### src/rtl/lbist_counter.sv
// LBIST pattern/cycle up-counter with terminal-count decode and wrap pulse.
// Optional build macro COUNTER_SATURATE_EN: hold at MAX_COUNT instead of wrapping (wrap tied low).
module lbist_counter #(
    parameter int unsigned     BITS      = 8,
    parameter logic [BITS-1:0] MAX_COUNT = {BITS{1'b1}}
) (
    input  logic            clk,
    input  logic            rst,
    input  logic            inc,
    output logic [BITS-1:0] counter,
    output logic            tc,
    output logic            wrap
);

    logic            at_max;
    logic [BITS-1:0] counter_nxt;

    // Compare is on the BITS-wide register only; no adder carry-out is used.
    assign at_max = (counter == MAX_COUNT);
    assign tc     = at_max;

`ifdef COUNTER_SATURATE_EN

    always_comb begin
        counter_nxt = counter;
        if (inc && !at_max) begin
            counter_nxt = counter + BITS'(1);
        end
    end

    always_ff @(posedge clk or negedge rst) begin
        if (!rst) begin
            counter <= '0;
        end else begin
            counter <= counter_nxt;
        end
    end

    assign wrap = 1'b0;

`else

    logic wrap_nxt;

    always_comb begin
        counter_nxt = counter;
        wrap_nxt    = 1'b0;
        if (inc) begin
            if (at_max) begin
                counter_nxt = '0;
                wrap_nxt    = 1'b1;
            end else begin
                counter_nxt = counter + BITS'(1);
            end
        end
    end

    always_ff @(posedge clk or negedge rst) begin
        if (!rst) begin
            counter <= '0;
            wrap    <= 1'b0;
        end else begin
            counter <= counter_nxt;
            wrap    <= wrap_nxt;
        end
    end

`endif

endmodule

### config.mk
export PLATFORM = sky130hd
export DESIGN_NAME = lbist_counter
export DESIGN_NICKNAME = d
export VERILOG_FILES = /design/src/rtl/lbist_counter.sv
export SDC_FILE = /design/constraint.sdc
export NUM_CORES = 1
export LEC_CHECK = 0
export BUFFER_PORTS_ARGS = -buffer_cell sky130_fd_sc_hd__buf_2
export CORE_AREA = 2 2 39 41
export DETAILED_ROUTE_END_ITERATION = 7
export DIE_AREA = 0 0 41 43
export GPL_TIMING_DRIVEN = 0
export MAX_ROUTING_LAYER = met4
export SYNTH_ARGS = -nofsm -noshare
export SYNTH_HDL_FRONTEND = slang
export SYNTH_SLANG_ARGS = --single-unit
### constraint.sdc
create_clock -name clk -period 3.4 [get_ports clk]
set_clock_uncertainty 0.1 [all_clocks]
set_input_delay 0.17 -clock clk [delete_from_list [all_inputs] [get_ports clk]]
set_output_delay 0.17 -clock clk [all_outputs]
set_load 0.02 [all_outputs]
==> flow_metrics.py, run 1 <==
metrics = {
    "status": {
        "status": "completed",
    },
    "routing": {
        "avgRoutedWirePerCell_um": 11.7,
        "ant_nets": 0,
        "drc": 0,
        "dr.pass1.iters": 2,
        "vias": 324,
        "drt_iter0_drc": 1,
        "wl_um": 804,
        "viasPerCell": 4.70,
    },
    "critical_path": {
        "critPathMaxStageDelay_ps": 440,
        "r2r_cells": 4,
        "path_max_fanout": 4,
        "regToRegEndpoint": "counter[3]",
        "crit_buf_inv": 1,
        "cp_slowest_cell": "dfrtp_1",
        "reg2reg_slack_ps": 1970,
        "critical_path_class": "flip-flop to output pin",
        "cp.required_ps": 3130,
        "endpoint_kind": "output pin",
        "crit_chain": "ha_1, nand2_1, nor3_1, buf_2",
        "arrival_ps": 1340,
        "r2r-start": "counter[0]",
        "start_kind": "flip-flop",
        "cp-startpoint": "counter[0]",
        "critPathTopFamily": "flip-flops",
    },
    "clocking": {
        "cts_buffers": 3,
        "cts_setup_buffers": 0,
        "clk_latency_ps": 260,
        "cts_tree": "built",
        "cts_root_buf": "clkbuf_4",
        "clk_pin_slew_ps": 60,
        "cts_max_level": 1,
        "clk_path_buf_depth": 2,
        "cts.sinks": 9,
    },
    "synthesis": {
        "async_flop_share": 1.00,
        "ys_types": 17,
        "ys_seq_area_frac": 0.544,
        "synthTopCellsByArea": "dfrtp_1 54%, xnor2_1 6.3%, nand4_4 5.1%",
        "yosys-top-cells-count": "9 x dfrtp_1, 3 x nand2_1, 3 x nor2_1, 3 x xnor2_1",
        "netlist_instances": 36,
        "ys_ff_latch": 9,
        "synth_edf_count": 0,
        "synth_nets": 40,
        "syn-mean-instance-area_um2": 11.5,
        "synthMostInstantiatedCell": "dfrtp_1",
        "synth_warnings": 0,
        "synth-main-ff-cell": "dfrtp_1",
        "yosysTopAreaCell": "dfrtp_1",
        "syn-cell-area_um2": 414,
        "synth_top_area_frac": 0.544,
    },
    "min_path": {
        "hold_class": "input pin to flip-flop",
        "hold_path_end": "counter[2]",
        "hold_depth": 3,
        "hold_path_startpoint": "inc",
    },
    "power_and_ir_drop": {
        "irDropWorstVdd_v": 0.000390,
        "pwr-share-seq": 0.442,
        "clkPwrFrac": 0.180,
        "p_sw_frac": 0.431,
        "power.leakage_nw": 0.242,
        "p_sw_w": 0.000202,
        "p_int_w": 0.000267,
        "cellPowerDensity_nw_per_um2": 885,
        "pwr-share-comb": 0.378,
    },
    "sta": {
        "finalSetupTns_ps": 0,
        "tightest_slew_ps": 318,
        "finalSetupViolCount": 0,
        "max_freq_mhz": 621,
        "rsz0062_at_grt": "no",
        "min_period_over_period": 0.473,
        "slew_headroom": 0.787,
        "maxSlewViolCount": 0,
        "hold_violations": 0,
        "min_period_ps": 1610,
    },
    "global_routing": {
        "met3_usage": 0.0314,
        "grt.overflow.total": 0,
        "grt.total_usage": 0.127,
        "use_met2": 0.159,
        "grt_max_degree": 10,
        "grt_pass1_vias": 311,
        "met1_usage": 0.157,
        "antenna_found_initial": 0,
        "grt_first_pass_wirelength_um": 1390,
        "grt_busiest_layer": "met2",
    },
    "place": {
        "placed_area_um2": 494,
        "post-dp-hpwl_um": 577,
        "io_buffers": 12,
        "place_congestion": 0.691,
    },
    "finish": {
        "diodes": 0,
        "syn2layout_area_growth_pct": 28.1,
        "drive_gt1_frac": 0.358,
        "post-route-util": 0.383,
        "fin_nets": 58,
        "regArea_um2": 225,
        "finalInstanceArea_um2": 531,
        "multi_input_area_um2": 185,
        "n_fill_cell": 144,
    },
    "floorplan": {
        "initial_core_util": 0.299,
        "dieArea_um2": 1760,
        "die_h_um": 43,
        "boundaryPins": 13,
        "coreArea_um2": 1380,
        "row_count": 14,
        "die_w_um": 41,
    },
    "run": {
        "drv_cap": 0,
    },
}
[area by class of cell]
type	count	share of cell area
multi-input cells	26	0.349
inverters	1	0.00708
repair buffers	13	0.132
well taps	16	0.0377
clock buffers	4	0.0495
flip-flops and latches	9	0.425
[through the flow]
step | worst slack, ps | hold WS [ps] | total power [W] | std cells
final | 1790 | 136 | 0.000469 | 69
after global routing | 1680 | 162 | 0.000509 | 69
after CTS | 1770 | 135 | 0.000478 | 69
after detailed placement | 1950 | -68.7 | 0.000390 | 64
after global placement | 1980 | -70.7 | 0.000383 | 64
after floorplan | 1840 | -226 | 0.000326 | 36
[kinds of logic (layout without fill, tap and decap cells)]
logic type      Yosys count  after routing  share of synthesized area
compound gates            4              4                     0.0574
simple gates             15             15                      0.227
buf+inv                   1             18                    0.00905
mux                       1              1                     0.0272
xor+xnor                  5              5                      0.106
flops                     9              9                      0.544
fa+ha+maj                 1              1                     0.0302
[layout by cell type, fill, tap and decap left out]
| cell type | n |
|---|---|
| buf_2 | 12 |
| dfrtp_1 | 9 |
| nand2_1 | 3 |
| nor2_1 | 3 |
| xnor2_1 | 3 |
| clkbuf_4 | 3 |
| nand4_1 | 2 |
| nand3_1 | 2 |
| xor2_1 | 2 |
| or3_1 | 2 |
| o21ai_0 | 2 |
| inv_1 | 1 |
| nor3_1 | 1 |
| nor3_2 | 1 |
| nand4_4 | 1 |
| mux2_2 | 1 |
| a21oi_1 | 1 |
| a21oi_2 | 1 |
| ha_1 | 1 |
| clkbuf_1 | 1 |
| dlygate4sd3_1 | 1 |
[worst reg2reg max path: stages, from the launching register on]
cell     delay [ps]
dfrtp_1         440
ha_1            250
nand3_1         140
nor3_2          280
nor2_1          100
[registers in the layout, indices dropped and copies added (netlist names)]
register	cells
wrap	1
counter	8
[metal layers]
metal  up-vias  part of all wire  wire length, um
li1        159                 -                -
met1       149              0.43              342
met2        12              0.45              365
met3         4             0.081               65
met4         0             0.039               31
met5         -                 0                0
[worst max path at each step]
stage / to / cells after the start
after floorplan: tc / 3
after global placement: counter[0] / 4
after detailed placement: counter[3] / 4
after CTS: tc / 4
after global routing: tc / 4
final: tc / 4
[power by group through the flow]
stage | registers [W] | logic (W) | clock network [W]
after global placement | 0.000209 | 0.000174 | 0
after detailed placement | 0.000210 | 0.000179 | 0
after global routing | 0.000218 | 0.000198 | 0.0000936
after floorplan | 0.000252 | 0.0000738 | 0
after CTS | 0.000209 | 0.000181 | 0.0000880
final | 0.000207 | 0.000178 | 0.0000845
[what timing repair did]
action | 4_1_cts | 5_1_grt
hold endpoints to repair | 9 | 0
resized for setup | 0 | 0
hold buffers | 1 | 0
No activity file was read; power rests on OpenSTA's default activity.
==> inputs of run 2 (changes only) <==
clock period = 1.3 ns   (was 3.4 ns; I/O delays follow)
==> flow_metrics.py, run 2 (same netlist as run 1, synthesis figures left out) <==
metrics = {
    "sta": {
        "slew_headroom": 0.846,
        "rsz0062_at_grt": "yes",
        "maxSlewViolCount": 0,
        "hold_violations": 0,
        "tightest_slew_ps": 231,
        "max_freq_mhz": 741,
        "min_period_ps": 1350,
        "setup_ws_ps": -49.4,
        "min_period_over_period": 1.04,
        "finalSetupViolCount": 2,
    },
    "finish": {
        "fin_nets": 70,
        "final_cell_mix": "13 x buf_4, 11 x buf_2, 5 x dfrtp_2",
        "drive_gt1_frac": 0.646,
        "top_regs": "counter x8, wrap x1",
        "syn2layout_area_growth_pct": 61.0,
        "finalInstanceArea_um2": 667,
        "largest_reg_flops": 8,
        "final_common_cell": "buf_4",
        "top_register": "counter",
        "diodes": 0,
    },
    "global_routing": {
        "grt_max_degree": 10,
        "grt.overflow.total": 0,
        "grt_pass1_vias": 333,
        "antenna_found_initial": 0,
        "grt_first_pass_wirelength_um": 1460,
        "grt.total_usage": 0.130,
    },
    "clocking": {
        "clk_latency_ps": 260,
        "cts_tree": "built",
        "cts_root_buf": "clkbuf_4",
        "cts_max_level": 1,
        "cts.sinks": 9,
        "cts_buffers": 3,
        "clk_pin_slew_ps": 70,
        "clk_path_buf_depth": 2,
    },
    "critical_path": {
        "r2r_cells": 4,
        "endpoint_kind": "output pin",
        "r2r-start": "counter[3]",
        "endpoint": "tc",
        "path_max_fanout": 4,
        "cp.required_ps": 1130,
        "critical_path_class": "flip-flop to output pin",
        "start_kind": "flip-flop",
        "regToRegEndpoint": "counter[7]",
        "cp-startpoint": "counter[0]",
        "arrival_ps": 1180,
        "reg2reg_slack_ps": -20,
    },
    "power_and_ir_drop": {
        "power.leakage_nw": 0.303,
        "irDropWorstVdd_v": 0.000945,
        "power_w": 0.00153,
        "cellPowerDensity_nw_per_um2": 2300,
    },
    "routing": {
        "avgRoutedWirePerCell_um": 11.3,
        "ant_nets": 0,
        "drt_iter0_drc": 3,
        "vias": 364,
        "dr.pass1.iters": 4,
        "viasPerCell": 4.49,
        "drc": 0,
        "wl_um": 916,
    },
    "floorplan": {
        "die_h_um": 43,
        "dieArea_um2": 1760,
        "initial_core_util": 0.299,
        "boundaryPins": 13,
        "die_w_um": 41,
        "row_count": 14,
        "coreArea_um2": 1380,
    },
    "place": {
        "post-dp-hpwl_um": 575,
        "io_buffers": 12,
        "place_congestion": 0.640,
        "placed_area_um2": 518,
    },
    "status": {
        "violations": "negative setup slack",
        "status": "finished with violations",
    },
    "run": {
        "drv_cap": 0,
    },
    "min_path": {
        "hold_class": "input pin to flip-flop",
    },
}
## run 2: worst max-delay path: stages (launching register included)
cell	delay (ps)
dfrtp_2	410
ha_4	160
nand2_2	50
nor3_2	150
buf_4	160
## run 2: power by group
part | switching (W) | leakage (nW) | internal, W
sequential | 0.000115 | 0.104 | 0.000401
clock | 0.000107 | 0.0177 | 0.000113
combinational | 0.000394 | 0.182 | 0.000402
## run 2: worst min-delay path by stage
stage | startpoint | slack [ps] | end | depth (start not counted)
floorplan | rst | -330 | counter[0] | 0
global placement | rst | -170 | counter[6] | 1
detailed placement | rst | -160 | counter[6] | 1
CTS | inc | 40 | counter[2] | 3
global route | inc | 90 | counter[4] | 3
finish | inc | 70 | counter[4] | 3
## run 2: repair_timing
item	4_1_cts	5_1_grt
gates resized for setup	2	4
hold buffers	1	0
setup buffers	9	3
pin swaps	4	6
setup endpoints to repair	3	4
cloned	0	0
endpoints found under the hold margin	9	0
## run 2: through the flow
step                      std cells  utilization  setup WS [ps]  hold slack [ps]  setup TNS (ps)
after global placement           64        0.374          -16.3             -172           -31.8
after floorplan                  36            -           7.63             -331               0
after global routing             81        0.482          -93.1             90.7            -284
final                            81        0.482          -49.4             67.3           -71.1
after CTS                        78        0.454          -40.1             42.7           -40.1
after detailed placement         64        0.374          -24.2             -165           -39.0
## run 2: area by class of cell
type	instances	area, um2
fill	124	717
sequential	9	231
multi-input combinational	26	221
timing repair buffer	25	163
clock buffer	3	22.5
tap	16	20.0
clock inverter	1	5.00
inverter	1	3.75
## run 2: per-layer routing
metal,track usage,routed length (um),up-vias
met2,0.191,471,8
met1,0.162,391,168
met4,0.0600,14,0
li1,-,-,186
met3,0.0314,38,2
met5,-,0,-
==> inputs of run 3 (changes only) <==
RECOVER_POWER = 100   (was default)
==> flow_metrics.py, run 3 (same netlist as run 1, synthesis figures left out) <==
metrics = {
    "floorplan": {
        "row_count": 14,
        "initial_core_util": 0.299,
        "coreArea_um2": 1380,
        "dieArea_um2": 1760,
        "boundaryPins": 13,
        "die_w_um": 41,
        "die_h_um": 43,
    },
    "critical_path": {
        "endpoint_kind": "output pin",
        "critPathMaxStageDelay_ps": 410,
        "path_max_fanout": 4,
        "critPathTopFamily": "flip-flops",
        "crit_buf_inv": 1,
        "critical_path_class": "flip-flop to output pin",
        "cp.required_ps": 1130,
        "cp_slowest_cell": "dfrtp_2",
        "start_kind": "flip-flop",
        "arrival_ps": 1180,
        "crit_chain": "ha_4, nand2_2, nor3_2, buf_4",
    },
    "finish": {
        "fin_nets": 70,
        "final_cell_mix": "13 x buf_4, 8 x buf_2, 5 x dfrtp_2",
        "top_register": "counter",
        "diodes": 0,
        "largest_reg_flops": 8,
        "final_common_cell": "buf_4",
        "syn2layout_area_growth_pct": 60.1,
        "fin_cells": 81,
        "drive_gt1_frac": 0.600,
        "top_regs": "counter x8, wrap x1",
    },
    "global_routing": {
        "grt.overflow.total": 0,
        "grt_max_degree": 10,
        "grt.total_usage": 0.130,
        "grt_first_pass_wirelength_um": 1460,
        "grt_pass1_vias": 333,
        "antenna_found_initial": 0,
    },
    "sta": {
        "hold_violations": 0,
        "min_period_over_period": 1.04,
        "slew_headroom": 0.661,
        "max_freq_mhz": 741,
        "maxSlewViolCount": 0,
        "setup_ws_ps": -49.6,
        "finalSetupViolCount": 2,
        "min_period_ps": 1350,
        "rsz0062_at_grt": "yes",
        "tightest_slew_ps": 509,
    },
    "place": {
        "dp_cells": 64,
        "post-dp-hpwl_um": 575,
        "io_buffers": 12,
        "place_congestion": 0.640,
    },
    "clocking": {
        "cts_buffers": 3,
        "clk_pin_slew_ps": 70,
        "clk_path_buf_depth": 2,
        "cts_max_level": 1,
        "cts_tree": "built",
        "cts_root_buf": "clkbuf_4",
        "cts.sinks": 9,
        "clk_latency_ps": 260,
    },
    "routing": {
        "vias": 363,
        "viasPerCell": 4.48,
        "drt_iter0_drc": 3,
        "wl_um": 917,
        "ant_nets": 0,
        "drc": 0,
        "dr.pass1.iters": 4,
        "avgRoutedWirePerCell_um": 11.3,
    },
    "status": {
        "violations": "negative setup slack",
        "status": "finished with violations",
    },
    "power_and_ir_drop": {
        "irDropWorstVdd_v": 0.000945,
        "power_w": 0.00153,
        "cellPowerDensity_nw_per_um2": 2310,
        "power.leakage_nw": 0.295,
    },
    "run": {
        "drv_cap": 0,
    },
    "min_path": {
        "hold_class": "input pin to flip-flop",
    },
}
[run 3: cell types whose count changed in the layout (fill, tap and decap cells not counted), sizes merged]
cell	delta
buf	-3
clkbuf	+3
[run 3: timing repair]
| action | CTS | global route |
|---|---|---|
| hold buffers | 1 | 0 |
| endpoints found under the setup margin | 3 | 4 |
| gates resized for setup | 2 | 4 |
| pin swaps | 4 | 6 |
| buffers inserted | 9 | 3 |
| endpoints found under the hold margin | 9 | 0 |
[run 3: area by class of cell]
type / count / area [um2]
tap: 16 / 20.0
fill: 127 / 721
sequential: 9 / 231
multi-input combinational: 26 / 221
timing repair buffer: 25 / 159
inverter: 1 / 3.75
clock buffer: 3 / 22.5
clock inverter: 1 / 5.00
[run 3: worst reg2reg max path: cells and delay by family (launching register included)]
family                 cells  cell delay [ps]
AND/OR/NAND/NOR            2              520
buffers and inverters      1              190
AO/OA/AOI/OAI              1               70
flip-flops                 1              370
[run 3: metal layers]
layer | track usage | part of all wire
met3 | 0.0314 | 0.043
met4 | 0.0600 | 0.015
met2 | 0.191 | 0.51
met5 | - | 0
met1 | 0.162 | 0.43
[run 3: stage by stage]
| stage | hold slack (ps) | util | setup TNS [ps] | worst slack (ps) | instance area (um2) |
|---|---|---|---|---|---|
| global placement | -172 | 0.374 | -31.8 | -16.3 | 518 |
| finish | 67.1 | 0.479 | -71.3 | -49.6 | 663 |
| detailed placement | -165 | 0.374 | -39.0 | -24.2 | 518 |
| global route | 90.7 | 0.479 | -284 | -93.1 | 663 |
| CTS | 42.7 | 0.454 | -40.1 | -40.1 | 628 |
| floorplan | -331 | - | 0 | 7.63 | 438 |
[run 3: final timing paths]
path | from | to | slack [ps] | depth (start not counted)
worst max-delay path | counter[0] | tc | -50 | 4
worst min-delay path | inc | counter[4] | 70 | 3
worst max register to register | counter[3] | counter[7] | -20 | 4
worst min register to register | counter[7] | counter[7] | 450 | 2
max in group asynchronous | rst | counter[1] | 550 | 2
min in group asynchronous | rst | counter[4] | 180 | 2
[run 3: where the power goes]
part / internal (W) / switching (W)
combinational: 0.000402 / 0.000394
clock: 0.000113 / 0.000108
sequential: 0.000401 / 0.000115
total: 0.000916 / 0.000616
